`config.mk`:
```
export PLATFORM = sky130hd
export DESIGN_NAME = unidade_adiantamento
export DESIGN_NICKNAME = d
export VERILOG_FILES = /design/src/rtl/unidade_adiantamento.sv
export SDC_FILE = /design/constraint.sdc
export NUM_CORES = 1
export LEC_CHECK = 0
export BUFFER_PORTS_ARGS = -buffer_cell sky130_fd_sc_hd__buf_2
export CAP_MARGIN = 20
export CORE_MARGIN = 2
export CORE_UTILIZATION = 24
export DETAILED_ROUTE_END_ITERATION = 7
export HOLD_SLACK_MARGIN = 0.02
export PLACE_DENSITY_LB_ADDON = 0.1
export SLEW_MARGIN = 10
export SYNTH_ARGS = -nofsm -noshare
export SYNTH_HDL_FRONTEND = slang
export SYNTH_SLANG_ARGS = --single-unit
```
`constraint.sdc`:
```
create_clock -name clock -period 2.65 [get_ports clock]
set_clock_uncertainty 0.15 [all_clocks]
set_input_delay 0.265 -clock clock [delete_from_list [all_inputs] [get_ports clock]]
set_output_delay 0.265 -clock clock [all_outputs]
set_load 0.03 [all_outputs]
```
`src/rtl/unidade_adiantamento.sv`:
```
// rtl/unidade_adiantamento.sv - forwarding and load-use hazard unit for the 5-stage datapath
// Tracks EX/MEM/WB destinations and drives the EX operand mux selectors and stall.
module unidade_adiantamento #(
    parameter int REG_BITS  = 5,
    parameter int CNT_WIDTH = 32
) (
    input  logic                 clock,
    input  logic                 reset,
    input  logic                 habilita,
    input  logic                 flush,
    input  logic [REG_BITS-1:0]  rs_id,
    input  logic [REG_BITS-1:0]  rt_id,
    input  logic                 usa_rt_id,
    input  logic [REG_BITS-1:0]  rd_id,
    input  logic                 escreve_id,
    input  logic                 le_mem_id,
    output logic [1:0]           seletor_a,
    output logic [1:0]           seletor_b,
    output logic                 parada,
    output logic [CNT_WIDTH-1:0] contador_paradas
);

    localparam logic [1:0] SEL_RF  = 2'b00;
    localparam logic [1:0] SEL_WB  = 2'b01;
    localparam logic [1:0] SEL_MEM = 2'b10;

    logic [REG_BITS-1:0]  r_rs_ex;
    logic [REG_BITS-1:0]  r_rt_ex;
    logic [REG_BITS-1:0]  r_dst_ex;
    logic                 r_wr_ex;
    logic                 r_ld_ex;
    logic [REG_BITS-1:0]  r_dst_mem;
    logic                 r_wr_mem;
    logic [REG_BITS-1:0]  r_dst_wb;
    logic                 r_wr_wb;
    logic [CNT_WIDTH-1:0] r_contador;

    logic                 w_risco;
    logic                 w_mem_valido;
    logic                 w_wb_valido;

    // A load in EX cannot forward yet; the reader in ID must wait one cycle.
    always_comb begin
        w_risco = r_ld_ex && (r_dst_ex != '0) &&
                  ((r_dst_ex == rs_id) || (usa_rt_id && (r_dst_ex == rt_id)));
    end

    assign parada           = w_risco && !flush;
    assign contador_paradas = r_contador;

    assign w_mem_valido = r_wr_mem && (r_dst_mem != '0);
    assign w_wb_valido  = r_wr_wb  && (r_dst_wb  != '0);

    // MEM is checked first so the newest producer wins.
    always_comb begin
        seletor_a = SEL_RF;
        if (w_mem_valido && (r_dst_mem == r_rs_ex)) begin
            seletor_a = SEL_MEM;
        end else if (w_wb_valido && (r_dst_wb == r_rs_ex)) begin
            seletor_a = SEL_WB;
        end
    end

    always_comb begin
        seletor_b = SEL_RF;
        if (w_mem_valido && (r_dst_mem == r_rt_ex)) begin
            seletor_b = SEL_MEM;
        end else if (w_wb_valido && (r_dst_wb == r_rt_ex)) begin
            seletor_b = SEL_WB;
        end
    end

    always_ff @(posedge clock) begin
        if (reset) begin
            r_rs_ex    <= '0;
            r_rt_ex    <= '0;
            r_dst_ex   <= '0;
            r_wr_ex    <= 1'b0;
            r_ld_ex    <= 1'b0;
            r_dst_mem  <= '0;
            r_wr_mem   <= 1'b0;
            r_dst_wb   <= '0;
            r_wr_wb    <= 1'b0;
            r_contador <= '0;
        end else if (habilita) begin
            r_dst_wb  <= r_dst_mem;
            r_wr_wb   <= r_wr_mem;
            r_dst_mem <= r_dst_ex;
            r_wr_mem  <= r_wr_ex;
            if (flush || parada) begin
                r_rs_ex  <= '0;
                r_rt_ex  <= '0;
                r_dst_ex <= '0;
                r_wr_ex  <= 1'b0;
                r_ld_ex  <= 1'b0;
            end else begin
                r_rs_ex  <= rs_id;
                r_rt_ex  <= rt_id;
                r_dst_ex <= rd_id;
                r_wr_ex  <= escreve_id;
                r_ld_ex  <= le_mem_id;
            end
            if (parada) begin
                r_contador <= r_contador + {{(CNT_WIDTH-1){1'b0}}, 1'b1};
            end
        end
    end

endmodule

```
==> results.json <==
{
  "status": "complete, no violations",
  "dp_hpwl_mm": 6.80,
  "clock_sinks": 61,
  "yosysWarningCount": 0,
  "synthArstFlopShare_pct": 0,
  "min_from": "le_mem_id",
  "antenna_found_initial": 0,
  "grt_first_pass_wirelength_mm": 15.8,
  "rows": 42,
  "final_cell_mix": "dfxtp_1, buf_2, a21oi_1",
  "critPathLaunchType": "register",
  "synth_top_family_by_area": "simple AND/OR/NAND/NOR gates",
  "timing.critical_path.buf_inv": 2,
  "tns_ns": 0,
  "drc_errors": 0,
  "cts.clk_slew.worst_paths_ns": 0.05,
  "routed_wl_mm": 9.59,
  "drive_gt1_share_pct": 21.9,
  "syn2layout_area_growth_pct": 24.0,
  "maxCapViolCount": 0,
  "gp_congestion": 0.761,
  "crit_path_end_kind": "primary output",
  "switching_share_pct": 23.6,
  "num_vias": 2964,
  "fin_crit_ns": 2.48,
  "die-height_um": 120,
  "die_x_um": 120,
  "final_common_cell": "dfxtp_1",
  "clk_root_buffer_cell": "clkbuf_16",
  "power_uw": 2150,
  "wl_per_cell_um": 15.8,
  "core-area_sq_um": 13200,
  "worst_pin_slew_ns": 0.808,
  "required_ns": 2.24,
  "ant_nets": 0,
  "viasPerCell": 4.89,
  "final_hold_viol_count": 0,
  "reg2reg_from": "r_dst_ex[1]",
  "ir_drop_mv": 0.261,
  "synth.distinct_cells": 39,
  "crit_type": "register to primary output",
  "cts_buffers": 9,
  "arrival_ns": 2.07,
  "cp_slowest_stage_delay_ns": 0.35,
  "p_switching_uw": 508,
  "hold_buffers": 0,
  "synth_cells": 371,
  "yosysSeqAreaShare_pct": 37.8,
  "finalSetupViolations": 0,
  "p_clk_share_pct": 49.1,
  "pin_count": 59,
  "crit_fanout": 37,
  "dieArea_sq_um": 14400,
  "netlist_area_sq_um": 3230,
  "antenna_cells_inserted": 0,
  "p_int_uw": 1640,
  "power.density_nw_per_um2": 537,
  "drtIter0Drc": 154,
  "grt_max_degree": 43,
  "maxSlewHeadroom_pct": 46.1,
  "clock_latency_ns": 0.33,
  "synthFlopType": "dfxtp_1",
  "max_freq_ghz": 0.403,
  "combPwrFrac_pct": 6.7,
  "yosys-mux-area-fraction_pct": 5.47,
  "crit_chain": "xor2_1 -> nor4_2 -> a32oi_4 -> buf_4 -> nor3_1 -> buf_2",
  "start_util_pct": 24.5,
  "p_seq_share_pct": 44.1,
  "dr.pass1.iters": 4,
  "synth-simple-area-share_pct": 25.8,
  "fin_nets": 449,
  "yosys.area_share.xor_xnor_pct": 8.14,
  "ys_ff_latch": 61,
  "tritoncts": "done",
  "syn_area_per_cell_sq_um": 8.70,
  "cts_buffer_depth": 2,
  "post-route-period-util_pct": 93.6,
  "synth_edf_count": 0,
  "grt_use_total_pct": 14.0,
  "slew_violations": 0,
  "cp_slowest_cell": "dfxtp_1",
  "crit_family": "simple AND/OR/NAND/NOR gates",
  "htreeDepth": 3,
  "port_buffers": 58,
  "leakage_uw": 0.00155,
  "synthAdderAreaFrac_pct": 0.388,
  "syn_nets": 394,
  "grt_pass1_vias": 2963,
  "overflow": 0,
  "rsz0062_at_grt": "no",
  "min-delay-path-class": "input pin to register",
  "crit_path_start": "r_dst_ex[1]",
  "synth_compound_area_share_pct": 17.4,
  "cts_setup_buffers": 0
}
cells in the mapped netlist (7+ instances only):
| library cell | number | area, sq um |
|---|---|---|
| a21oi_1 | 36 | 180 |
| and4_1 | 7 | 61.3 |
| clkbuf_1 | 17 | 63.8 |
| dfxtp_1 | 61 | 1220 |
| inv_1 | 10 | 37.5 |
| mux2i_1 | 12 | 120 |
| nand2_1 | 16 | 60.1 |
| nand2b_1 | 10 | 62.6 |
| nand3_1 | 17 | 85.1 |
| nand3b_1 | 7 | 52.6 |
| nor2_1 | 21 | 78.8 |
| nor4_1 | 7 | 43.8 |
| o211ai_1 | 10 | 75.1 |
| o31ai_1 | 23 | 173 |
| o32ai_1 | 7 | 61.3 |
| or4_1 | 28 | 210 |
| xnor2_1 | 7 | 61.3 |
| xor2_1 | 23 | 201 |
path summary, 6_finish.rpt:
check                              end  slack, ns  depth (start not counted)
setup / recovery                parada       0.17                          6
hold / removal                 r_ld_ex       0.08                          3
setup reg to reg  contador_paradas[29]       0.35                          6
hold reg to reg                r_wr_ex       0.33                          2
stage by stage:
stage / hold WS (ns) / utilization (%) / worst slack [ns] / std cells / instance area (sq um)
6_report: 0.0780 / 30.3 / 0.170 / 606 / 4000
5_1_grt: 0.0754 / 30.3 / 0.0206 / 606 / 4000
4_1_cts: 0.0696 / 30.3 / 0.0810 / 606 / 4000
3_5_place_dp: 0.322 / 28.4 / 0.315 / 591 / 3740
3_3_place_gp: 0.324 / 28.4 / 0.353 / 591 / 3740
2_1_floorplan: 0.287 / - / 0.159 / 371 / 3240
power groups by stage:
stage,Sequential (uW),Combinational [uW],Clock [uW]
3_5_place_dp,967,147,0
5_1_grt,949,161,1140
3_3_place_gp,967,147,0
6_report,948,145,1060
2_1_floorplan,962,94.8,0
4_1_cts,947,148,1090
cell type report:
type	instances	area, sq um
tap	176	220
fill	1451	9190
multi-input combinational	274	1870
sequential	61	1220
clock buffer	13	250
timing repair buffer	70	393
inverter	10	37.5
clock inverter	2	10.0
worst min-delay path, delay by kind of cell:
family / cells / cell delay, ns
compound gates: 1 / 0.06
buf+inv: 1 / 0.09
simple gates: 1 / 0.07
layer usage:
layer / track usage (%) / routed length [um]
met5: 0 / 0
met4: 4.41 / 112
met3: 4.37 / 458
met2: 22.9 / 4510
met1: 17.5 / 4510
flip-flops by register name (all words and copies together), names as in the netlist:
register and cells:
r_ld_ex 1, r_rt_ex 5, r_dst_ex 5, r_wr_ex 1, r_wr_mem 1, r_dst_mem 5
r_dst_wb 5, contador_paradas 32, r_rs_ex 5, r_wr_wb 1
what timing repair did:
item | CTS | global route
hold endpoints to repair | 0 | 0
endpoints found under the setup margin | 0 | 3
resized for setup | 0 | 2
cell families (layout without fill, tap and decap cells):
kind of cell             after synthesis  in the layout
AO/OA/AOI/OAI                         86             86
XOR/XNOR                              30             30
adder cells (fa/ha/maj)                1              1
buffers and inverters                 36             95
flip-flops                            61             61
multiplexers                          17             17
AND/OR/NAND/NOR                      140            140
Power figures use the tool's default switching activity.
